$ cat src/rtl/ecg_pkg.sv
// ecg_pkg: shared constants and state encoding for the ECG slot scheduler.
package ecg_pkg;
    localparam int NUM_ECG = 4;
    localparam logic [1:0] SSI_444  = 2'd0;
    localparam logic [1:0] SSI_422  = 2'd1;
    localparam logic [1:0] SSI_420  = 2'd2;
    localparam logic [1:0] SSI_RSVD = 2'd3;
    typedef enum logic [1:0] {IDLE, ISSUE, DONE} state_t;
endpackage

$ cat src/rtl/ecg_scheduler_if.sv
// ecg_scheduler_if: block control, config and downstream slot handshake of the ECG scheduler.
interface ecg_scheduler_if;
    logic       start;
    logic [1:0] sub_sample_info;
    logic [3:0] component_skip;
    logic       ecg_ready;
    logic       ecg_valid;
    logic [1:0] ecgidx;
    logic [1:0] component_idx;
    logic       data_active;
    logic       busy;
    logic       block_done;
    logic [3:0] active_cnt;
    logic       cfg_err;
    modport master (
        input  start, sub_sample_info, component_skip, ecg_ready,
        output ecg_valid, ecgidx, component_idx, data_active, busy, block_done, active_cnt, cfg_err
    );
    modport slave (
        output start, sub_sample_info, component_skip, ecg_ready,
        input  ecg_valid, ecgidx, component_idx, data_active, busy, block_done, active_cnt, cfg_err
    );
endinterface

$ cat src/rtl/ecg_DataActive.sv
// ecg_DataActive: decides whether an ECG slot carries coded data for the given subsampling mode.
module ecg_DataActive
    import ecg_pkg::*;
(
    input  logic [1:0] ssi,
    input  logic [1:0] comp,
    input  logic [1:0] ecg,
    input  logic [3:0] skip,
    output logic       active
);
    logic chroma;
    always_comb begin
        chroma = comp == 2'd1 || comp == 2'd2;
        active = !skip[comp] && (!chroma || ssi == SSI_444 ||
                 (ssi == SSI_422 && ecg < 2'd2) || (ssi == SSI_420 && ecg == 2'd0));
    end
endmodule

$ cat src/rtl/ecg_slot_counter.sv
// ecg_slot_counter: nested component/ECG slot counter, exposing both current and next slot.
module ecg_slot_counter
    import ecg_pkg::*;
#(
    parameter int NUM_COMP = 3
) (
    input  logic       clk,
    input  logic       rst,
    input  logic       clear,
    input  logic       advance,
    output logic [1:0] comp,
    output logic [1:0] ecg,
    output logic [1:0] comp_n,
    output logic [1:0] ecg_n,
    output logic       last
);
    logic wrap;
    always_comb begin
        wrap   = ecg == 2'(NUM_ECG - 1);
        last   = wrap && comp == 2'(NUM_COMP - 1);
        ecg_n  = clear ? 2'd0 : advance ? (wrap ? 2'd0 : ecg + 2'd1) : ecg;
        comp_n = clear ? 2'd0 : (advance && wrap) ? comp + 2'd1 : comp;
    end
    always_ff @(posedge clk or posedge rst)
        if (rst) {comp, ecg} <= '0;
        else     {comp, ecg} <= {comp_n, ecg_n};
endmodule

$ cat src/rtl/ecg_scheduler.sv
// ecg_scheduler: walks the ECG slots of one block and presents them downstream over valid/ready.
module ecg_scheduler
    import ecg_pkg::*;
#(
    parameter int NUM_COMP      = 3,
    parameter bit SKIP_INACTIVE = 1'b1
) (
    input logic             clk,
    input logic             rst,
    ecg_scheduler_if.master bus
);
    state_t     state, state_n;
    logic [1:0] ssi, ssi_n, comp_n, ecg_n;
    logic [3:0] skip, skip_n;
    logic       accept, fire, step, advance, last, act_n;
    ecg_slot_counter #(.NUM_COMP(NUM_COMP)) u_cnt (
        .clk(clk), .rst(rst), .clear(accept), .advance(advance),
        .comp(bus.component_idx), .ecg(bus.ecgidx),
        .comp_n(comp_n), .ecg_n(ecg_n), .last(last)
    );
    // Decode on next-cycle slot and config so valid/data_active can be registered.
    ecg_DataActive u_act (.ssi(ssi_n), .comp(comp_n), .ecg(ecg_n), .skip(skip_n), .active(act_n));
    always_comb begin
        accept  = state == IDLE && bus.start;
        fire    = bus.ecg_valid && bus.ecg_ready;
        step    = state == ISSUE && (fire || !bus.ecg_valid);
        advance = step && !last;
        ssi_n   = accept ? (bus.sub_sample_info == SSI_RSVD ? SSI_444 : bus.sub_sample_info) : ssi;
        skip_n  = accept ? bus.component_skip : skip;
        state_n = state;
        if (accept)                state_n = ISSUE;
        else if (step && last)     state_n = DONE;
        else if (state == DONE)    state_n = IDLE;
    end
    always_ff @(posedge clk or posedge rst)
        if (rst) begin
            state           <= IDLE;
            ssi             <= SSI_444;
            skip            <= '0;
            bus.ecg_valid   <= 1'b0;
            bus.data_active <= 1'b0;
            bus.busy        <= 1'b0;
            bus.block_done  <= 1'b0;
            bus.active_cnt  <= '0;
            bus.cfg_err     <= 1'b0;
        end else begin
            state           <= state_n;
            ssi             <= ssi_n;
            skip            <= skip_n;
            bus.ecg_valid   <= state_n == ISSUE && (act_n || !SKIP_INACTIVE);
            bus.data_active <= state_n == ISSUE && act_n;
            bus.busy        <= state_n != IDLE;
            bus.block_done  <= state_n == DONE;
            bus.active_cnt  <= accept ? 4'd0 : bus.active_cnt + 4'(fire && bus.data_active);
            bus.cfg_err     <= accept ? bus.sub_sample_info == SSI_RSVD : bus.cfg_err;
        end
endmodule

$ cat src/flat_wrapper.sv
// flat-port wrapper written by rule: the top's interface ports become plain ports
module ecg_scheduler_flat import ecg_pkg::*;
#(
    parameter int NUM_COMP      = 3,
    parameter bit SKIP_INACTIVE = 1'b1
)
  (clk, rst, bus_start, bus_sub_sample_info, bus_component_skip, bus_ecg_ready, bus_ecg_valid, bus_ecgidx, bus_component_idx, bus_data_active, bus_busy, bus_block_done, bus_active_cnt, bus_cfg_err);
  ecg_scheduler_if bus_i ();
  input logic clk;
  input logic rst;
  input wire logic [$bits(bus_i.start)-1:0] bus_start;
  input wire logic [$bits(bus_i.sub_sample_info)-1:0] bus_sub_sample_info;
  input wire logic [$bits(bus_i.component_skip)-1:0] bus_component_skip;
  input wire logic [$bits(bus_i.ecg_ready)-1:0] bus_ecg_ready;
  output wire logic [$bits(bus_i.ecg_valid)-1:0] bus_ecg_valid;
  output wire logic [$bits(bus_i.ecgidx)-1:0] bus_ecgidx;
  output wire logic [$bits(bus_i.component_idx)-1:0] bus_component_idx;
  output wire logic [$bits(bus_i.data_active)-1:0] bus_data_active;
  output wire logic [$bits(bus_i.busy)-1:0] bus_busy;
  output wire logic [$bits(bus_i.block_done)-1:0] bus_block_done;
  output wire logic [$bits(bus_i.active_cnt)-1:0] bus_active_cnt;
  output wire logic [$bits(bus_i.cfg_err)-1:0] bus_cfg_err;
  assign bus_i.start = bus_start;
  assign bus_i.sub_sample_info = bus_sub_sample_info;
  assign bus_i.component_skip = bus_component_skip;
  assign bus_i.ecg_ready = bus_ecg_ready;
  assign bus_ecg_valid = bus_i.ecg_valid;
  assign bus_ecgidx = bus_i.ecgidx;
  assign bus_component_idx = bus_i.component_idx;
  assign bus_data_active = bus_i.data_active;
  assign bus_busy = bus_i.busy;
  assign bus_block_done = bus_i.block_done;
  assign bus_active_cnt = bus_i.active_cnt;
  assign bus_cfg_err = bus_i.cfg_err;
  ecg_scheduler #(.NUM_COMP(NUM_COMP), .SKIP_INACTIVE(SKIP_INACTIVE)) u_core (.clk(clk), .rst(rst), .bus(bus_i));
endmodule
$ cat config.mk
export PLATFORM = sky130hd
export DESIGN_NAME = ecg_scheduler_flat
export DESIGN_NICKNAME = d
export VERILOG_FILES = /design/src/rtl/ecg_pkg.sv /design/src/rtl/ecg_scheduler_if.sv /design/src/rtl/ecg_DataActive.sv /design/src/rtl/ecg_slot_counter.sv /design/src/rtl/ecg_scheduler.sv /design/src/flat_wrapper.sv
export SDC_FILE = /design/constraint.sdc
export NUM_CORES = 1
export LEC_CHECK = 0
export ABC_CLOCK_PERIOD_IN_PS = 1800
export CORE_UTILIZATION = 44
export DETAILED_ROUTE_END_ITERATION = 8
export GPL_TIMING_DRIVEN = 0
export PLACE_DENSITY = 0.74
export SETUP_SLACK_MARGIN = 0.02
export SYNTH_ARGS = -nofsm -noshare
export SYNTH_HDL_FRONTEND = slang
export SYNTH_SLANG_ARGS = --single-unit
export TNS_END_PERCENT = 30
$ cat constraint.sdc
create_clock -name clk -period 1.8 [get_ports clk]
set_input_delay 0.27 -clock clk [delete_from_list [all_inputs] [get_ports clk]]
set_output_delay 0.27 -clock clk [all_outputs]
set_load 0.01 [all_outputs]
==> results of run 1 <==
[layout by cell type (no fill, tap or decap), types with 2 or more instances in the layout]
cell             instances
nor2b_1                  2
buf_4                    4
nand3b_1                 2
nand2b_1                 2
nor2_1                   6
mux2_4                   2
inv_1                    2
clkbuf_4                 3
nand3_1                  4
and2_1                   3
nand2_1                 15
nor4_1                   3
ha_1                     2
nor3_1                   3
clkbuf_1                 3
dfrtp_1                 19
a21oi_1                  2
mux2i_1                  2
o21ai_0                  2
clkdlybuf4s50_1         21
[worst min path at each step]
stage	depth (start not counted)	from	endpoint
after global routing	2	rst	u_core.bus.ecg_valid
after detailed placement	2	u_core.skip[3]	u_core.skip[3]
after global placement	2	u_core.skip[3]	u_core.skip[3]
final	2	rst	u_core.u_cnt.comp[1]
after CTS	2	rst	u_core.bus.ecg_valid
after floorplan	1	rst	u_core.bus.active_cnt[0]
[timing repair]
action                     CTS  global route
gates resized for setup      4             1
setup endpoints to repair    1             1
setup buffers                2             1
hold buffers                 0             0
[report_power, final]
group          leakage (nW)  switching [mW]  internal (mW)
Clock                0.0150           0.133         0.0864
Combinational         0.375           0.612          0.759
Sequential            0.248           0.166          0.658
Total                 0.637           0.912           1.50
[cells by family (layout without fill, tap and decap cells)]
family / after synthesis / count (layout)
fa+ha+maj: 4 / 4
mux: 5 / 5
simple gates: 50 / 50
flops: 20 / 20
compound gates: 11 / 11
buf+inv: 8 / 37
xor+xnor: 2 / 2
[state kept, by name, indices dropped and copies added, names as in the netlist, 2 cells and up]
name,count
u_core.u_cnt.comp,2
u_core.ssi,2
u_core.bus.active_cnt,4
u_core.u_cnt.ecg,2
u_core.state,2
u_core.skip,4
[area by class of cell]
| class | count | share of cell area (%) |
|---|---|---|
| Multi-Input combinational cell | 72 | 38.0 |
| Sequential cell | 20 | 36.6 |
| Timing Repair Buffer | 25 | 17.9 |
| Tap cell | 28 | 2.55 |
| Buffer | 5 | 2.28 |
| Clock buffer | 4 | 1.92 |
| Inverter | 3 | 0.821 |
[through the flow]
step,power (mW),std cells
final,2.42,157
after global routing,2.62,157
after CTS,2.41,156
after detailed placement,2.11,150
after global placement,2.07,150
after floorplan,1.68,100
[critical path, stage by stage, from the launching register on]
cell	delay (ps)
dfrtp_2	390
inv_2	60
ha_4	160
nand2b_4	140
or3_1	320
buf_6	140
mux2i_4	170
mux2_4	320
o2bb2ai_2	110
[per-layer routing]
| metal | GRT usage (%) | up-vias |
|---|---|---|
| met2 | 31.6 | 14 |
| met1 | 25.0 | 372 |
| met4 | 11.1 | 0 |
| li1 | - | 403 |
| met5 | 0 | - |
| met3 | 4.24 | 5 |
==> results.sh, run 1 <==
export IMPL_min_period_ps=1910
export IMPL_yosys_top_cells_area="dfrtp_1 (48%), nand2_1 (5.4%), ha_1 (4.8%)"
export IMPL_placed_cell_area_um2=1300
export IMPL_initial_core_util_pct=47.1
export IMPL_cp_startpoint="u_core.u_cnt.comp[0]"
export IMPL_status="complete, but fails checks"
export IMPL_rrSetupSlack_ps=-110
export IMPL_ys_flop_type="dfrtp_1"
export IMPL_syn_avg_cell_area_um2=10.4
export IMPL_powerDensity_nw_per_um2=1760
export IMPL_worst_ep_arrival_time_ps=2110
export IMPL_grt_max_degree=21
export IMPL_synthCells=100
export IMPL_hold_ws_ps=371
export IMPL_finalSetupViolCount=1
export IMPL_n_antenna_cell=0
export IMPL_insertion_delay_ps=310
export IMPL_rows=17
export IMPL_cp_required_ps=2000
export IMPL_synth_seq_cells=20
export IMPL_drt_iter0_markers=13
export IMPL_portBuffers=22
export IMPL_yosysTopAreaCell="dfrtp_1"
export IMPL_clock_sinks=20
export IMPL_r2r_start="u_core.u_cnt.comp[0]"
export IMPL_htreeDepth=1
export IMPL_finalCritPeriodShare_pct=106
export IMPL_muxShareOfSynthArea_pct=6.97
export IMPL_peakVddDrop_mv=0.921
export IMPL_synthXorXnorAreaFrac_pct=1.68
export IMPL_worst_slack_ps=-111
export IMPL_critPathMaxFanout=4
export IMPL_violations="negative setup slack"
export IMPL_wire_per_inst_um=12.7
export IMPL_cts_tree="built"
export IMPL_start_kind="flip-flop"
export IMPL_ys_warn_count=0
export IMPL_vias=794
export IMPL_clock_tree_buffer_depth=2
export IMPL_synth_top_family_by_area="simple AND/OR/NAND/NOR gates"
export IMPL_overflow=0
export IMPL_synth_simple_area_share_pct=25.7
export IMPL_utilization_pct=62.0
export IMPL_fmax_mhz=523
export IMPL_nFillCells=190
export IMPL_gp_congestion=0.794
export IMPL_wirelength_um=1990
export IMPL_track_usage_pct=19.9
export IMPL_place_ws_ps=-371
export IMPL_drive_gt1_share_pct=17.1
export IMPL_antenna_found_initial=0
export IMPL_synth_nets=114
export IMPL_fin_skew_ps=16.4
export IMPL_drc=0
export IMPL_core_um2=2210
export IMPL_die_h_um=50.6
export IMPL_hold_violations=0
export IMPL_slew_viol_final=0
export IMPL_worstSetupPathType="flip-flop to flip-flop"
export IMPL_synth_edf_count=0
export IMPL_synthArstFlopShare_pct=100
export IMPL_multi_input_area_um2=520
export IMPL_power_leakage_nw=0.637
export IMPL_hpwlAfterDp_um=1430
export IMPL_wl_met2_um=976
export IMPL_synth_top_area_share_pct=48.1
export IMPL_grt_pass1_vias=816
export IMPL_synth_compound_gate_area_share_pct=8.65
export IMPL_netlist_top_cells_count="dfrtp_1 (20), nand2_1 (15), nor2_1 (6)"
export IMPL_wl_met3_um=62
export IMPL_r2r_end="u_core.bus.ecg_valid"
export IMPL_area_growth_pct=31.7
export IMPL_wl_met1_um=903
export IMPL_die_w_um=50.6
export IMPL_cp_end_kind="flip-flop"
export IMPL_die_area_um2=2560
export IMPL_rr_worst_depth=8
export IMPL_design_area_um2=1370
export IMPL_top_layer_used="met4"
export IMPL_slew_limit_headroom_pct=51.1
export IMPL_ios=23
export IMPL_cts_buffers=3
export IMPL_rsz0062_at_grt="yes"
export IMPL_final_setup_tns_ps=-111
export IMPL_synthesis_area_um2=1040
export IMPL_yosysUniqueCellTypes=39
export IMPL_regArea_um2=502
export IMPL_endpoint="u_core.bus.ecg_valid"
export IMPL_nets=144
export IMPL_worstMarginPinSlew_ps=733
export IMPL_ant_nets=0
export IMPL_synth_adder_area_share_pct=4.81
export IMPL_via_per_inst=5.06
export IMPL_ys_seq_area_share_pct=48.1
export IMPL_synth_most_common_cell="dfrtp_1"
export IMPL_min_path_type="primary input to async pin"
export IMPL_clkTransAtPathRegs_ps=120
export IMPL_cts_root_buf="clkbuf_4"
export IMPL_grt_pass1_wl_um=3640
export IMPL_maxCapViolations=0
export IMPL_first_pass_iters=4
Power figures use the tool's default switching activity.
==> inputs of run 2 (changes only) <==
Settings changed: ABC_AREA from default to 1.
==> run 2 against run 1 <==
Effect of this change:
- the run now ends clean
- cell area is 4.7% lower
- critical path depth is 6 lower
- die area is 2.3% lower
- largest power group unchanged
==> results.sh, run 2 <==
export IMPL_ys_warn_count=0
export IMPL_placed_cells=172
export IMPL_powerDensity_nw_per_um2=1660
export IMPL_htreeDepth=1
export IMPL_slew_viol_final=0
export IMPL_gp_congestion=0.759
export IMPL_die_h_um=50.1
export IMPL_grt_pass1_wl_um=3180
export IMPL_synth_compound_gate_area_share_pct=4.93
export IMPL_overflow=0
export IMPL_fin_skew_ps=1.84
export IMPL_final_instance_count_excl_fill=176
export IMPL_synth_adder_area_share_pct=4.93
export IMPL_yosys_top_cells_area="dfrtp_1 (49%), nand2_1 (12%), inv_1 (7.8%)"
export IMPL_synthXorXnorAreaFrac_pct=1.72
export IMPL_hold_buffers=0
export IMPL_cp_startpoint="u_core.bus.ecg_valid"
export IMPL_slew_limit_headroom_pct=50.4
export IMPL_netlist_top_cells_count="nand2_1 (33), inv_1 (21), dfrtp_1 (20)"
export IMPL_die_area_um2=2510
export IMPL_cts_buffers=3
export IMPL_grt_max_degree=21
export IMPL_synth_edf_count=0
export IMPL_n_antenna_cell=0
export IMPL_muxShareOfSynthArea_pct=0
export IMPL_top_regs="u_core.bus.active_cnt: 4 flops, u_core.skip: 4 flops"
export IMPL_utilization_pct=59.7
export IMPL_antenna_found_initial=0
export IMPL_mostFrequentLayoutCells="nand2_1 (33), clkdlybuf4s50_1 (22), inv_1 (21)"
export IMPL_drc=0
export IMPL_synth_nets=136
export IMPL_rrSetupSlack_ps=210
export IMPL_clock_tree_buffer_depth=2
export IMPL_yosysUniqueCellTypes=22
export IMPL_wire_per_inst_um=10.5
export IMPL_portBuffers=22
export IMPL_die_w_um=50.1
export IMPL_hold_ws_ps=381
export IMPL_total_power_mw=2.16
export IMPL_synth_seq_cells=20
export IMPL_min_period_ps=1650
export IMPL_first_pass_iters=4
export IMPL_worstSetupPathType="flip-flop to output pin"
export IMPL_ys_flop_type="dfrtp_1"
export IMPL_syn_avg_cell_area_um2=8.33
export IMPL_cp_required_ps=1530
export IMPL_grt_pass1_vias=759
export IMPL_cts_root_buf="clkbuf_4"
export IMPL_synth_simple_area_share_pct=28.7
export IMPL_status="finished, final reports clean"
export IMPL_post_cts_resized=0
export IMPL_r2r_end="u_core.bus.ecg_valid"
export IMPL_critPathMaxFanout=5
export IMPL_start_kind="flip-flop"
export IMPL_final_setup_tns_ps=0
export IMPL_synthesis_area_um2=1020
export IMPL_worstMarginPinSlew_ps=743
export IMPL_track_usage_pct=17.0
export IMPL_yosysTopAreaCell="dfrtp_1"
export IMPL_synthCells=122
export IMPL_hold_violations=0
export IMPL_drive_gt1_share_pct=12.8
export IMPL_drt_iter0_markers=5
export IMPL_worst_ep_arrival_time_ps=1380
export IMPL_cts_setup_buffers=0
export IMPL_min_path_type="primary input to async pin"
export IMPL_insertion_delay_ps=300
export IMPL_clock_sinks=20
export IMPL_clkTransAtPathRegs_ps=110
export IMPL_via_per_inst=4.70
export IMPL_rows=17
export IMPL_synth_top_family_by_area="simple AND/OR/NAND/NOR gates"
export IMPL_synth_most_common_cell="nand2_1"
export IMPL_rsz0062_at_grt="no"
export IMPL_synth_top_area_share_pct=49.3
export IMPL_finalSetupViolCount=0
export IMPL_area_growth_pct=28.7
export IMPL_synthArstFlopShare_pct=100
export IMPL_wirelength_um=1860
export IMPL_hpwlAfterDp_um=1400
export IMPL_power_leakage_nw=0.678
export IMPL_final_common_cell="nand2_1"
export IMPL_rr_worst_depth=11
export IMPL_vias=828
export IMPL_peakVddDrop_mv=0.813
export IMPL_cp_end_kind="output pin"
export IMPL_fmax_mhz=607
export IMPL_nets=163
export IMPL_cts_tree="built"
export IMPL_r2r_start="u_core.u_cnt.ecg[0]"
export IMPL_finalCritPeriodShare_pct=91.5
export IMPL_ios=23
export IMPL_ys_seq_area_share_pct=49.3
export IMPL_initial_core_util_pct=46.4
export IMPL_core_um2=2190
export IMPL_maxCapViolations=0
export IMPL_ant_nets=0
run 2: cell count changes after synthesis, moves of 4 or more:
cell / previous run / this run
nor2_2: 0 / 5
inv_1: 3 / 21
nand4_1: 0 / 4
nand2_1: 15 / 33
nand3_1: 4 / 8
inv_2: 0 / 4
run 2: worst max path at each step:
stage	to	cells past startpoint
after global placement	u_core.bus.ecg_valid	12
after CTS	bus_ecg_valid	2
after floorplan	u_core.bus.ecg_valid	11
after global routing	u_core.bus.ecg_valid	12
final	bus_ecg_valid	2
after detailed placement	u_core.bus.ecg_valid	12
run 2: layout make-up:
class                      count  area [µm²]
fill                         206         883
timing repair buffer          22         220
sequential                    20         500
clock buffer                   4        36.3
multi-input combinational     75         409
buffer                         2        12.5
inverter                      25        93.8
tap                           28        35.0
run 2: cell families after synthesis:
group / after synthesis
AO/OA/AOI/OAI: 8
XOR/XNOR: 2
adder cells (fa/ha/maj): 4
buffers and inverters: 27
flip-flops: 20
AND/OR/NAND/NOR: 61
run 2: through the flow:
step	setup WS (ps)	cell area (µm²)
3_5_place_dp	23.1	1270
2_1_floorplan	325	1020
6_report	152	1310
4_1_cts	151	1310
3_3_place_gp	40.6	1270
5_1_grt	49.6	1310
run 2: routing by layer:
| layer | vias to the layer above | GRT usage (%) | routed length, µm |
|---|---|---|---|
| li1 | 424 | - | - |
| met1 | 382 | 21.5 | 873 |
| met2 | 20 | 28.2 | 881 |
| met3 | 2 | 3.09 | 82 |
| met4 | 0 | 7.14 | 19 |
| met5 | - | 0 | 0 |
run 2: worst max-delay path: stages (launching register included):
cell and delay, ps:
dfrtp_1 430, buf_4 130, clkdlybuf4s50_1 520
run 2: report_power, final:
part | leakage [nW] | total (mW) | switching (mW) | internal, mW
Sequential | 0.246 | 0.741 | 0.104 | 0.636
Combinational | 0.410 | 1.16 | 0.636 | 0.527
Clock | 0.0210 | 0.260 | 0.137 | 0.123
Total | 0.678 | 2.16 | 0.877 | 1.29
